--- config.mk ---
export PLATFORM = sky130hd
export DESIGN_NAME = mem_arbiter
export DESIGN_NICKNAME = d
export VERILOG_FILES = /design/src/rtl/mem_arbiter.sv
export SDC_FILE = /design/constraint.sdc
export NUM_CORES = 1
export LEC_CHECK = 0
export ABC_CLOCK_PERIOD_IN_PS = 2370
export CORE_MARGIN = 1
export CORE_UTILIZATION = 27
export CTS_CLUSTER_SIZE = 12
export DETAILED_ROUTE_END_ITERATION = 10
export PLACE_DENSITY = 0.9
export SLEW_MARGIN = 30
export SYNTH_ARGS = -nofsm -noshare
export SYNTH_HDL_FRONTEND = slang
export SYNTH_SLANG_ARGS = --single-unit
--- constraint.sdc ---
create_clock -name clk_i -period 2.37 [get_ports clk_i]
set_input_delay 0.474 -clock clk_i [delete_from_list [all_inputs] [get_ports clk_i]]
set_output_delay 0.474 -clock clk_i [all_outputs]
set_load 0.03 [all_outputs]
--- src/rtl/mem_arbiter.sv ---
// -----------------------------------------------------------------------------
// mem_arbiter
//   Two-master / one-slave Wishbone arbiter for the 16-bit external memory bus.
//   Master 0 is the instruction-cache line-fill port, master 1 the load/store
//   port. The bus is granted per bus cycle and held while the owner keeps cyc
//   high. Contention is resolved round-robin. An ack watchdog aborts transfers
//   the slave never answers.
//
// Parameters
//   TIMEOUT  strobe-without-ack cycles before an error abort (1 .. 2^CW-1)
//   CW       watchdog counter width
//
// Ports
//   clk_i, rst_i            clock (rising edge), async active-high reset
//   mX_adr_i/dat_i/sel_i    master X request payload (32/16/2 bits)
//   mX_we_i/cyc_i/stb_i     master X write enable, cycle, strobe
//   mX_dat_o                read data to master X (slave data, unqualified)
//   mX_ack_o                slave ack routed to master X while it owns the bus
//   mX_err_o                one-cycle watchdog abort to master X
//   wb_adr_o..wb_stb_o      slave-side request, muxed from the owning master
//   wb_dat_i, wb_ack_i      slave read data and ack
//   gnt_o                   one-hot current owner {m1,m0}; 2'b00 when idle
// -----------------------------------------------------------------------------
module mem_arbiter #(
    parameter int unsigned TIMEOUT = 255,
    parameter int unsigned CW      = 8
) (
    input  logic        clk_i,
    input  logic        rst_i,

    input  logic [31:0] m0_adr_i,
    input  logic [15:0] m0_dat_i,
    input  logic [1:0]  m0_sel_i,
    input  logic        m0_we_i,
    input  logic        m0_cyc_i,
    input  logic        m0_stb_i,
    output logic [15:0] m0_dat_o,
    output logic        m0_ack_o,
    output logic        m0_err_o,

    input  logic [31:0] m1_adr_i,
    input  logic [15:0] m1_dat_i,
    input  logic [1:0]  m1_sel_i,
    input  logic        m1_we_i,
    input  logic        m1_cyc_i,
    input  logic        m1_stb_i,
    output logic [15:0] m1_dat_o,
    output logic        m1_ack_o,
    output logic        m1_err_o,

    output logic [31:0] wb_adr_o,
    output logic [15:0] wb_dat_o,
    output logic [1:0]  wb_sel_o,
    output logic        wb_we_o,
    output logic        wb_cyc_o,
    output logic        wb_stb_o,
    input  logic [15:0] wb_dat_i,
    input  logic        wb_ack_i,

    output logic [1:0]  gnt_o
);

    localparam int unsigned ADR_W = 32;
    localparam int unsigned DAT_W = 16;
    localparam int unsigned SEL_W = 2;

    // Request payload presented by a master and forwarded to the slave.
    typedef struct packed {
        logic [ADR_W-1:0] adr;
        logic [DAT_W-1:0] dat;
        logic [SEL_W-1:0] sel;
        logic             we;
        logic             cyc;
        logic             stb;
    } wb_req_t;

    typedef enum logic [1:0] {
        ST_IDLE = 2'd0,
        ST_GNT0 = 2'd1,
        ST_GNT1 = 2'd2
    } state_e;

    state_e        state_q;
    state_e        state_d;
    logic          last_q;      // index of the master that most recently owned the bus
    logic          last_d;
    logic [CW-1:0] wdog_q;
    logic [CW-1:0] wdog_d;
    logic [1:0]    err_q;
    logic [1:0]    err_d;
    logic          abort;

    wb_req_t       m0_req;
    wb_req_t       m1_req;
    wb_req_t       slv_req;

    logic          stall;
    logic          timeout_hit;
    logic          grant_held;

    // Bundle each master's request lines.
    always_comb begin
        m0_req.adr = m0_adr_i;
        m0_req.dat = m0_dat_i;
        m0_req.sel = m0_sel_i;
        m0_req.we  = m0_we_i;
        m0_req.cyc = m0_cyc_i;
        m0_req.stb = m0_stb_i;

        m1_req.adr = m1_adr_i;
        m1_req.dat = m1_dat_i;
        m1_req.sel = m1_sel_i;
        m1_req.we  = m1_we_i;
        m1_req.cyc = m1_cyc_i;
        m1_req.stb = m1_stb_i;
    end

    // State register.
    always_ff @(posedge clk_i or posedge rst_i) begin
        if (rst_i) begin
            state_q <= ST_IDLE;
        end else begin
            state_q <= state_d;
        end
    end

    // Next-state: grants only from IDLE, so every hand-over costs one dead cycle.
    always_comb begin
        state_d = state_q;
        last_d  = last_q;
        case (state_q)
            ST_IDLE: begin
                if (m0_cyc_i && m1_cyc_i) begin
                    state_d = last_q ? ST_GNT0 : ST_GNT1;
                end else if (m0_cyc_i) begin
                    state_d = ST_GNT0;
                end else if (m1_cyc_i) begin
                    state_d = ST_GNT1;
                end
            end
            ST_GNT0: begin
                if (!m0_cyc_i) begin
                    state_d = ST_IDLE;
                    last_d  = 1'b0;
                end
            end
            ST_GNT1: begin
                if (!m1_cyc_i) begin
                    state_d = ST_IDLE;
                    last_d  = 1'b1;
                end
            end
            default: begin
                state_d = ST_IDLE;
            end
        endcase
    end

    // Outputs: slave mux and return path decoded from the current owner.
    always_comb begin
        slv_req = '0;
        case (state_q)
            ST_GNT0: slv_req = m0_req;
            ST_GNT1: slv_req = m1_req;
            default: slv_req = '0;
        endcase

        wb_adr_o = slv_req.adr;
        wb_dat_o = slv_req.dat;
        wb_sel_o = slv_req.sel;
        wb_we_o  = slv_req.we;
        wb_cyc_o = slv_req.cyc;
        // The error cycle withdraws the strobe so the hung access is abandoned.
        wb_stb_o = slv_req.stb & ~abort;

        m0_dat_o = wb_dat_i;
        m1_dat_o = wb_dat_i;
        m0_ack_o = wb_ack_i & (state_q == ST_GNT0) & ~abort;
        m1_ack_o = wb_ack_i & (state_q == ST_GNT1) & ~abort;

        gnt_o    = {state_q == ST_GNT1, state_q == ST_GNT0};
    end

    assign abort    = |err_q;
    assign m0_err_o = err_q[0];
    assign m1_err_o = err_q[1];

    // Watchdog: count unanswered strobe cycles within one grant; an ack in the
    // final cycle still wins over the timeout.
    always_comb begin
        grant_held  = (state_d == state_q) && (state_q != ST_IDLE);
        stall       = wb_stb_o & ~wb_ack_i;
        timeout_hit = stall && (wdog_q == CW'(TIMEOUT - 1));
        wdog_d      = '0;
        err_d       = '0;
        if (grant_held && stall) begin
            if (timeout_hit) begin
                err_d = gnt_o;
            end else begin
                wdog_d = wdog_q + CW'(1);
            end
        end
    end

    // Round-robin history, watchdog counter and error pulse registers.
    always_ff @(posedge clk_i or posedge rst_i) begin
        if (rst_i) begin
            last_q <= 1'b1;
            wdog_q <= '0;
            err_q  <= '0;
        end else begin
            last_q <= last_d;
            wdog_q <= wdog_d;
            err_q  <= err_d;
        end
    end

endmodule
==> flow_summary.yaml <==
outcome:
  status: "complete, but fails checks"
  violations: "DRC"
logic_synthesis:
  ys_ff_latch: 13
  ys.flop_type: "dfrtp_1"
  synth.distinct_cells: 33
  yosysSeqAreaShare: 0.179
  synth_edf_count: 0
  syn-cell-area_um2: 1830
  synth_fp_nets: 366
  syn_inst: 234
  avgSynthCellArea_um2: 7.80
  async_flop_share: 1.00
  yosys_warnings: 0
floorplan:
  initial_core_util: 0.284
  die_area_um2: 7090
  die_w_um: 84.2
  num_rows: 29
  dieHeight_um: 84.2
  ios: 216
  core_um2: 6420
grt:
  antenna_found_initial: 0
  track_usage: 0.173
  grt_pass1_vias: 2185
  grt_overflow: 0
  grt_max_degree: 48
  grt_pass1_wl_um: 10100
timing:
  setup-tns-final_ns: 0
  worstMarginPinSlew_ns: 0.493
  fmax_mhz: 446
  slew_headroom: 0.671
  final_max_slew_viol_count: 0
  skew_ns: 0.00229
  final.period_utilization: 0.947
  whs_ns: 0.545
  fin_ws_ns: 0.126
  finalCriticalPeriod_ns: 2.24
  hold_viol_final: 0
  setup_violations: 0
  grt_setup_unrepaired: "false"
critical_path:
  cp.arrival_ns: 1.77
  crit_path_cell_trace: "inv_2 > ha_4 > clkbuf_16 > a22oi_1 > nor2b_2 > buf_4"
  cp_max_fo: 23
  cp-end-kind: "output pin"
  startpoint_type: "flop"
  slowest_stage: "dfrtp_1"
  crit_required_ns: 1.90
  worst_path_largest_cell_delay_ns: 0.48
  crit_type: "flop to output pin"
layout:
  layout.cells.non_filler: 437
  diodes: 0
  drive_gt1_frac: 0.347
  final_cell_mix: "clkdlybuf4s50_1 (110), buf_4 (57), a22oi_1 (52)"
  layout_commonest_cell: "clkdlybuf4s50_1"
  fin_area_um2: 3450
  area_growth_pct: 88.9
  nets: 493
  fillCellCount: 584
cts:
  cts.clk_slew.worst_paths_ns: 0.05
  cts_setup_buffers: 0
  insertion_delay_ns: 0.25
  htree_levels: 1
  cts_buffer_depth: 2
  cts.sinks: 13
  clock-root-buffer: "clkbuf_8"
  hold_buffers: 0
  cts_buffers: 3
  cts_tree: "yes"
placement:
  dp.cells: 432
  dp_hpwl_um: 5200
  numPortBuffers: 167
  post_dp_cell_area_um2: 3350
  place_ws_ns: 0.120
  place.gp.congestion: 0.738
route:
  postRouteAntennaNets: 0
  drt_pre_antenna_iters: 8
  vias: 2230
  drc: 26
  drt_iter0_drc: 110
  totalWireLength_um: 6780
  dr_wl_met3_um: 618
  wl_met2_um: 3510
  wl_met1_um: 2470
  via_per_inst: 5.10
  top_layer: "met4"
  wl_per_cell_um: 15.5
power:
  internal_power_uw: 1750
  power_switching_uw: 1720
  ir_drop_v: 0.000540
  p_comb_frac: 0.856
  leakagePower_uw: 0.00137
  switching_share: 0.495
  cellPowerDensity_nw_per_um2: 1000
  clkPwrFrac: 0.058
  seq_power_share: 0.086
worst_hold_path:
  hold_class: "flop to flop"
flow_run:
  drv_cap: 0
## synthesized netlist by cell type (2+ instances only)
master	n	area share
and3_1	3	0.010
nand2_1	7	0.014
inv_1	7	0.014
buf_4	34	0.14
nor2b_1	51	0.17
nor3_1	8	0.022
a22o_1	2	0.0096
nor4_1	2	0.0069
ha_1	7	0.048
clkbuf_1	14	0.029
xor2_1	5	0.024
a21oi_1	2	0.0055
nand4_1	2	0.0069
nor2_1	5	0.010
a22oi_1	52	0.21
dfrtp_1	12	0.16
nand3_1	4	0.011
buf_1	2	0.0041
## logic make-up (layout without fill, tap and decap cells)
kind of cell,after synthesis,after routing,share of synthesized area
simple gates,86,86,0.280
compound gates,63,63,0.269
buf+inv,58,184,0.190
flops,13,13,0.179
fa+ha+maj,7,7,0.0480
xor+xnor,6,6,0.0288
mux,1,1,0.00548
## sequential cells by signal (all words and copies together) (netlist names)
signal and cells:
wdog_q 8, err_q 2, state_q 2, last_q 1
## stage by stage
stage	utilization	power [uW]
CTS	0.533	3420
floorplan	-	2270
global placement	0.521	3090
global route	0.537	3650
detailed placement	0.521	3140
finish	0.537	3460
## critical path: cells and delay by family, from the launching register on
kind	cells	cell delay, ns
flip-flops	1	0.48
AO/OA/AOI/OAI	1	0.23
AND/OR/NAND/NOR	1	0.07
buffers and inverters	3	0.51
adder cells (fa/ha/maj)	1	0.24
## path summary, 6_finish.rpt
check	from	end	slack, ns	depth (start not counted)
max in group asynchronous	rst_i	state_q[1]$_DFF_PP0_	1.46	2
worst max-delay path	state_q[0]$_DFF_PP0_	wb_adr_o[21]	0.13	6
worst min register to register	last_q$_DFFE_PP1P_	last_q$_DFFE_PP1P_	0.54	1
min in group asynchronous	rst_i	wdog_q[6]$_DFF_PP0_	0.55	2
worst max register to register	state_q[1]$_DFF_PP0_	err_q[1]$_DFF_PP0_	0.48	7
worst min-delay path	last_q$_DFFE_PP1P_	last_q$_DFFE_PP1P_	0.54	1
## final cells by class
| class | instances | area [um2] | area share |
|---|---|---|---|
| repair buffers | 173 | 1640 | 0.476 |
| multi-input cells | 163 | 1310 | 0.380 |
| flip-flops and latches | 13 | 328 | 0.0951 |
| well taps | 77 | 96.3 | 0.0279 |
| clock buffers | 4 | 45.0 | 0.0131 |
| inverters | 7 | 26.3 | 0.00762 |
## what timing repair did
action	4_1_cts	5_1_grt
setup endpoints to repair	8	46
resized for setup	6	2
pin swaps	0	0
gates cloned	0	1
## routing by layer
| layer | GRT usage | vias up |
|---|---|---|
| met3 | 0.0374 | 21 |
| met1 | 0.192 | 1030 |
| met2 | 0.320 | 121 |
| met4 | 0.0690 | 0 |
| li1 | - | 1058 |
| met5 | 0 | - |
## power groups by stage
stage          clock, uW  sequential [uW]  combinational (uW)
2_1_floorplan          0              280                1990
4_1_cts              203              296                2920
6_report             200              299                2960
5_1_grt              208              304                3140
3_5_place_dp           0              290                2850
3_3_place_gp           0              286                2810
No activity file was read; power rests on OpenSTA's default activity.
